--- config.mk ---
export PLATFORM = sky130hd
export DESIGN_NAME = gpio_irq
export DESIGN_NICKNAME = d
export VERILOG_FILES = /design/src/rtl/gpio_irq_pkg.sv /design/src/rtl/gpio_debounce.sv /design/src/rtl/gpio_irq.sv
export SDC_FILE = /design/constraint.sdc
export NUM_CORES = 1
export LEC_CHECK = 0
export ABC_CLOCK_PERIOD_IN_PS = 2800
export CORE_ASPECT_RATIO = 0.5
export CORE_UTILIZATION = 50
export CTS_BUF_LIST = sky130_fd_sc_hd__clkbuf_4
export DETAILED_ROUTE_END_ITERATION = 12
export PLACE_DENSITY_LB_ADDON = 0.2
export SLEW_MARGIN = 25
export SYNTH_ARGS = -nofsm -noshare
export SYNTH_HDL_FRONTEND = slang
export SYNTH_SLANG_ARGS = --single-unit
--- constraint.sdc ---
create_clock -name clk -period 2.8 [get_ports clk]
set_input_delay 0.42 -clock clk [delete_from_list [all_inputs] [get_ports clk]]
set_output_delay 0.42 -clock clk [all_outputs]
set_load 0.05 [all_outputs]
--- src/rtl/gpio_irq_pkg.sv ---
// Shared constants for the GPIO interrupt block: register addresses and
// the debounce threshold value loaded at reset.
package gpio_irq_pkg;

  localparam logic [1:0] ADDR_MASK   = 2'd0;
  localparam logic [1:0] ADDR_POL    = 2'd1;
  localparam logic [1:0] ADDR_STATUS = 2'd2;
  localparam logic [1:0] ADDR_LEVEL  = 2'd3;  // read LEVEL, write THR

  localparam int THR_RST = 4;

endpackage

--- src/rtl/gpio_debounce.sv ---
// One pin: 2-flop synchronizer, stability counter and debounced level, plus
// strobes flagging the edge on which the debounced level rises or falls.
module gpio_debounce #(
  parameter int DB_BITS = 8
) (
  input  logic               clk,
  input  logic               rstn,
  input  logic               pin,
  input  logic [DB_BITS-1:0] thr_m1,
  output logic               level,
  output logic               rise,
  output logic               fall
);

  logic               s1;
  logic               s2;
  logic [DB_BITS-1:0] cnt;
  logic               flip;

  // NOTE: sequential state uses non-blocking assignments so s2 takes the
  // pre-edge value of s1 and the counter sees the pre-edge level.
  always_ff @(posedge clk or negedge rstn) begin
    if (!rstn) begin
      s1    <= 1'b0;
      s2    <= 1'b0;
      level <= 1'b0;
      cnt   <= '0;
    end else begin
      s1 <= pin;
      s2 <= s1;
      if (s2 == level) begin
        cnt <= '0;
      end else if (cnt == thr_m1) begin
        level <= s2;
        cnt   <= '0;
      end else if (cnt > thr_m1) begin
        // threshold was lowered below a count in progress: restart
        cnt <= '0;
      end else begin
        cnt <= cnt + 1'b1;
      end
    end
  end

  assign flip = (s2 != level) && (cnt == thr_m1);
  assign rise = flip && s2;
  assign fall = flip && !s2;

endmodule

--- src/rtl/gpio_irq.sv ---
// GPIO edge-interrupt block: per-pin debouncers feeding a sticky STATUS
// register selected by POL, gated by MASK into a level interrupt.
module gpio_irq
  import gpio_irq_pkg::*;
#(
  parameter int WIDTH   = 16,
  parameter int DB_BITS = 8
) (
  input  logic             clk,
  input  logic             rstn,
  input  logic             sel,
  input  logic             wen,
  input  logic [1:0]       addr,
  input  logic [WIDTH-1:0] datain,
  output logic [WIDTH-1:0] dataout,
  input  logic [WIDTH-1:0] pins,
  output logic             irq
);

  logic [WIDTH-1:0]   mask;
  logic [WIDTH-1:0]   pol;
  logic [WIDTH-1:0]   status;
  logic [DB_BITS-1:0] thr;
  logic [DB_BITS-1:0] thr_m1;
  logic [WIDTH-1:0]   level;
  logic [WIDTH-1:0]   rise;
  logic [WIDTH-1:0]   fall;
  logic [WIDTH-1:0]   set;
  logic [WIDTH-1:0]   clr;
  logic               wr;

  // a threshold of zero behaves as one
  assign thr_m1 = (thr == '0) ? '0 : thr - 1'b1;

  for (genvar i = 0; i < WIDTH; i++) begin : g_pin
    gpio_debounce #(.DB_BITS(DB_BITS)) u_db (
      .clk    (clk),
      .rstn   (rstn),
      .pin    (pins[i]),
      .thr_m1 (thr_m1),
      .level  (level[i]),
      .rise   (rise[i]),
      .fall   (fall[i])
    );
  end

  assign wr  = sel && wen;
  assign set = (pol & rise) | (~pol & fall);
  assign clr = (wr && addr == ADDR_STATUS) ? datain : '0;

  always_ff @(posedge clk or negedge rstn) begin
    if (!rstn) begin
      mask   <= '0;
      pol    <= '0;
      status <= '0;
      thr    <= DB_BITS'(THR_RST);
    end else begin
      // set is OR-ed in after the clear so a coincident event wins
      status <= (status & ~clr) | set;
      if (wr && addr == ADDR_MASK)  mask <= datain;
      if (wr && addr == ADDR_POL)   pol  <= datain;
      if (wr && addr == ADDR_LEVEL) thr  <= datain[DB_BITS-1:0];
    end
  end

  // NOTE: dataout gets a default before the case so no latch is inferred.
  always_comb begin
    dataout = '0;
    if (sel && !wen) begin
      case (addr)
        ADDR_MASK:   dataout = mask;
        ADDR_POL:    dataout = pol;
        ADDR_STATUS: dataout = status;
        ADDR_LEVEL:  dataout = level;
        default:     dataout = '0;
      endcase
    end
  end

  assign irq = |(status & mask);

endmodule

== After elaboration in Yosys (flattened, before gate mapping) ==
Cells that the tools add are included.
Widths: inputs -> output; s select.

* Flip-flop bits (word level): 232
* Logic and storage cells: 318
* Input bits: 38
* Output and inout bits: 17

* Mux-type cells: 52
* Order comparisons: 16
* Bitwise operators: 24
* Add/sub/neg operators: 17
* Reductions and logical operators: 90
* Eq/ne operators: 51

{| class="wikitable"
|+ Operators with widths
! kind !! count
|-
| $mux 8 || 49
|-
| $add 8x1->8 const B || 16
|-
| $eq 8x8->1 || 16
|-
| $gt 8x8->1 || 16
|-
| $and 16x16->16 || 4
|-
| $pmux 16 s4 || 1
|-
| $logic_and 1x1->1 || 54
|-
| $mux 16 || 2
|-
| $not 16->16 || 2
|-
| $or 16x16->16 || 2
|-
| $reduce_and 2->1 || 16
|-
| $logic_not 1->1 || 17
|-
| $eq 1x1->1 || 16
|-
| $ne 1x1->1 || 16
|-
| $not 1->1 || 16
|-
| $reduce_or 16->1 || 1
|-
| $logic_not 8->1 || 1
|-
| $sub 8x1->8 const B || 1
|-
| $eq 2x2->1 const B || 2
|-
| $eq 2x1->1 const B || 1
|-
| $logic_not 2->1 || 1
|}

== Logic depth before layout (Yosys ltp) ==
* Word-level depth: 8
* Mapped depth: 10
* Depth with buffers taken out: 10

== Modules after synthesis ==
A second synthesis with hierarchy kept.

* Cells, all modules: 1299
* Area total of the unflattened synthesis: 14249.9 um^2

{| class="wikitable"
|+ Modules (own cells, without submodules)
! module !! instances !! cells each !! area each (um^2)
|-
| gpio_debounce || 16 || 67 || 703.2
|-
| gpio_irq || 1 || 227 || 2999.1
|}

== Least setup slack after synthesis ==
OpenSTA, ideal clock, no wires.

* Kind: register to register
* From: register thr[4]
* To: register g_pin[1].u_db.cnt[2]
* Path slack: -0.119 ns
* Setup time: 0.153 ns
* Arrival: 2.766 ns
* Buffers on the path: 0
* Cell stages (with the launch flop): 9
* Data required time: 2.647 ns
* Clock period less this slack: 2.919 ns
* Cell sequence: dfrtp_1 -> nor3_2 -> nand3_1 -> nor3_1 -> mux2i_1 -> ha_1 -> nand4_1 -> nor3_1 -> nor3_1

* Longest elaborated chain between the ends: 6

{| class="wikitable"
|+ Ends and longest elaborated chain
! item !! line !! text
|-
| start, declared || gpio_irq.sv:23 || <nowiki>logic [DB_BITS-1:0] thr;</nowiki>
|-
| start signal, assigned || gpio_irq.sv:56 || <nowiki>thr <= DB_BITS'(THR_RST);</nowiki>
|-
| start signal, assigned || gpio_irq.sv:62 || <nowiki>if (wr && addr == ADDR_LEVEL) thr <= datain[DB_BITS-1:0];</nowiki>
|-
| $sub 8x1->8 / $logic_not 8->1 (equally long branches) || gpio_irq.sv:33 || <nowiki>assign thr_m1 = (thr == '0) ? '0 : thr - 1'b1;</nowiki>
|-
| $mux 8 * || gpio_irq.sv:33 ||
|-
| $gt 8x8->1 || gpio_debounce.sv:36 || <nowiki>end else if (cnt > thr_m1) begin</nowiki>
|-
| $mux 8 || gpio_debounce.sv:36 ||
|-
| $mux 8 * || gpio_debounce.sv:33 || <nowiki>end else if (cnt == thr_m1) begin</nowiki>
|-
| $mux 8 * || gpio_debounce.sv:31 || <nowiki>if (s2 == level) begin</nowiki>
|-
| end signal, assigned || gpio_debounce.sv:40 || <nowiki>cnt <= cnt + 1'b1;</nowiki>
|-
| end, declared || gpio_debounce.sv:17 || <nowiki>logic [DB_BITS-1:0] cnt;</nowiki>
|}

Every way passes the cells marked *; elsewhere a longest branch is shown, timed or not.
A chain may end at the register's enable or synchronous reset.

== Worst setup path after layout ==
* From: register thr[3]
* To: register g_pin[5].u_db.cnt[3]

* Longest elaborated chain between the ends: 6

{| class="wikitable"
|+ Ends and longest elaborated chain
! item !! line
|-
| $sub 8x1->8 / $logic_not 8->1 (equally long branches) || gpio_irq.sv:33
|-
| $mux 8 * || gpio_irq.sv:33
|-
| $gt 8x8->1 || gpio_debounce.sv:36
|-
| $mux 8 || gpio_debounce.sv:36
|-
| $mux 8 * || gpio_debounce.sv:33
|-
| $mux 8 * || gpio_debounce.sv:31
|-
| end signal, assigned || gpio_debounce.sv:40
|-
| end, declared || gpio_debounce.sv:17
|}

Marks and branches as above.

==> flow_metrics.env <==
export IMPL_critPathMaxFanout=8
export IMPL_syn_to_final_growth_pct=26.0
export IMPL_power_density_nw_per_um2=832
export IMPL_pin_count=55
export IMPL_placed_cells=1593
export IMPL_place_congestion=0.844
export IMPL_synth_avg_cell_area_um2=11.1
export IMPL_yosys_warnings=0
export IMPL_grt_usage_pct=24.6
export IMPL_vias_per_cell=5.79
export IMPL_period_share_pct=98.8
export IMPL_async_reset_ff_share_pct=100
export IMPL_tightest_slew_ns=0.670
export IMPL_die_area_um2=26700
export IMPL_max_freq_ghz=0.362
export IMPL_synth_area_leaders="dfrtp_1, ha_1, nor3_1, mux2_2, xnor2_1"
export IMPL_ctsHtreeMaxLevel=2
export IMPL_synth_edff_count=0
export IMPL_drive_gt1_share_pct=28.3
export IMPL_cp_end_kind="register"
export IMPL_clkSinkCount=232
export IMPL_ys_flop_type="dfrtp_1"
export IMPL_r2r_end="g_pin[5].u_db.cnt[3]"
export IMPL_ir_drop_uv=318
export IMPL_insertion_delay_ns=0.73
export IMPL_holdPathEnd="g_pin[3].u_db.s1"
export IMPL_hold_viol=0
export IMPL_nNetsFinal=1503
export IMPL_synthCells=1170
export IMPL_synth_seq_cells=232
export IMPL_required_ns=3.42
export IMPL_drv_slew=0
export IMPL_drc=0
export IMPL_cts_inserted_buffers=55
export IMPL_min_from="pins[3]"
export IMPL_grt_max_degree=87
export IMPL_initial_core_util_pct=51.3
export IMPL_mappedNetlistArea_um2=13000
export IMPL_syn_nets=1353
export IMPL_r2r_setup_slack_ns=0.03
export IMPL_start_kind="register"
export IMPL_final_cells=1705
export IMPL_whs_ns=0.129
export IMPL_cts_tree="yes"
export IMPL_p_total_mw=13.6
export IMPL_antenna_found_initial=2
export IMPL_period_minus_slack_ns=2.77
export IMPL_cp_arrival_ns=3.39
export IMPL_rsz0062_at_grt="true"
export IMPL_timing_rr_start="thr[3]"
export IMPL_slew_headroom_pct=55.4
export IMPL_setup_violations_final=0
export IMPL_drt_total_wl_um=32900
export IMPL_synth_top_cell_area_share_pct=44.4
export IMPL_coreArea_um2=25400
export IMPL_dr_pass1_iters=5
export IMPL_die_w_um=230
export IMPL_maxCapViolCount=0
export IMPL_fin_util_pct=64.6
export IMPL_routedWlPerCell_um=19.3
export IMPL_antenna_left=0
export IMPL_drtIter0Drc=697
export IMPL_grt_pass1_vias=10063
export IMPL_ys_seq_area_share_pct=44.6
export IMPL_reg2regPathDepth=10
export IMPL_core_rowCount=41
export IMPL_port_buffers=54
export IMPL_hold_path_depth=1
export IMPL_hpwl_um=21700
export IMPL_grt_pass1_wl_um=51600
export IMPL_outcome="complete, no violations"
export IMPL_overflow=0
export IMPL_num_vias=9869
export IMPL_cts_max_path_buffers=3
export IMPL_min_delay_path_class="primary input to register"
export IMPL_die_h_um=116
export IMPL_p_leak_nw=6.97
export IMPL_path_class="register to register"
export IMPL_finClkSkew_ns=0.0349
export IMPL_synth_top_cell_by_area="dfrtp_1"
export IMPL_cts_root_buf="clkbuf_4"
export IMPL_cts_clk_slew_worst_paths_ns=0.08
export IMPL_synth_cell_types=39
## worst max-delay path: stages, from the launching register on
cell and delay [ns]:
dfrtp_1 0.41, nor3_4 0.21, nand2_1 0.11, or4_4 0.44, buf_4 0.18, nand2b_4 0.11, buf_8 0.15, ha_1 0.28
a2111oi_4 0.43, nor3_4 0.13, nor3_1 0.21
## how the worst max path moves through the flow
stage | endpoint | cells past startpoint | start
floorplan | g_pin[1].u_db.cnt[2] | 8 | thr[4]
global placement | g_pin[8].u_db.cnt[7] | 11 | thr[4]
detailed placement | g_pin[2].u_db.cnt[4] | 11 | thr[4]
CTS | g_pin[9].u_db.cnt[7] | 10 | thr[3]
global route | g_pin[5].u_db.cnt[6] | 10 | thr[3]
finish | g_pin[5].u_db.cnt[3] | 10 | thr[3]
## Yosys cell counts, types with 18 or more instances
library cell,number
a22o_1,20
nor2_1,68
mux2_2,56
nand4_1,33
nand2_1,70
xor2_1,34
nor3_1,145
dfrtp_1,231
mux2i_1,18
xnor2_1,66
inv_1,34
ha_1,145
a221oi_1,20
nand2b_1,33
nand3_1,49
## cells by family (layout without fill, tap and decap cells)
family | Yosys count | count (layout) | share of synthesized area [%]
muxes | 90 | 90 | 9.00
other | 0 | 3 | 0
AOI/OAI and AO/OA | 105 | 105 | 6.22
DFF | 232 | 232 | 44.6
xor gates and xnor gates | 100 | 100 | 6.73
buffers and inverters | 42 | 229 | 1.48
adders and majority gates | 145 | 145 | 13.9
and+or+nand+nor | 456 | 457 | 18.0
## where the power goes
part	total (mW)	internal (mW)	switching, mW
logic	6.26	3.05	3.22
clock network	2.71	1.30	1.41
registers	4.67	3.97	0.703
total	13.6	8.32	5.33
## timing repair
action / 4_1_cts / 5_1_grt
pin swaps: 5 / 22
hold endpoints to repair: 80 / 0
setup buffers: 3 / 9
resized for setup: 56 / 142
endpoints found under the setup margin: 129 / 134
hold buffers: 1 / 0
gates cloned: 1 / 1
## state kept, by name, summed over array words and instances (netlist names)
register,flops
g_pin.u_db.cnt,128
g_pin.u_db.level,16
g_pin.u_db.s1,16
g_pin.u_db.s2,16
mask,16
pol,16
status,16
thr,8
## per-layer routing
layer,routed length [um],global-route usage [%],vias to the layer above
met5,0,0,-
met4,966,9.93,0
met3,1900,5.44,76
met2,15300,39.5,237
met1,14700,32.7,4912
li1,-,-,4644
## metrics by stage
step / instance area [um^2] / setup TNS (ns) / setup slack [ns]
2_1_floorplan: 13000 / 0 / 0.0699
3_3_place_gp: 14500 / -6.99 / -0.0905
3_5_place_dp: 14500 / -21.61 / -0.220
4_1_cts: 15400 / 0 / 0.00894
5_1_grt: 16400 / -5.18 / -0.0969
6_report: 16400 / 0 / 0.0338
## placed cells by master (no fill, tap or decap), types with 12 or more instances in the layout
cell and count:
nand3_1 49, ha_1 129, nor2_2 18, buf_4 23
clkdlybuf4s50_1 35, buf_12 32, o21a_1 15, nor2b_1 17
mux2_2 56, a21oi_1 17, nand2_1 68, nor3_4 16
nor2_1 50, inv_1 33, xnor2_1 66, o21ai_2 16
mux4_2 16, a2111oi_4 14, nor3_2 54, mux2i_1 16
nand4_1 33, a22o_1 20, dfrtp_1 231, nor3_1 77
clkbuf_4 80, a221oi_1 15, xor2_1 34, or2b_1 16
nand2b_1 29, clkinv_1 12
## cell type report
cell class,count,area (um^2)
clock buffers,80,601
repair buffers,100,1290
well taps,344,430
diodes,3,7.51
inverters,34,128
flip-flops and latches,232,5810
fillers,1919,9000
clock inverters,15,60.1
multi-input cells,897,8080
Power figures use the tool's default switching activity.
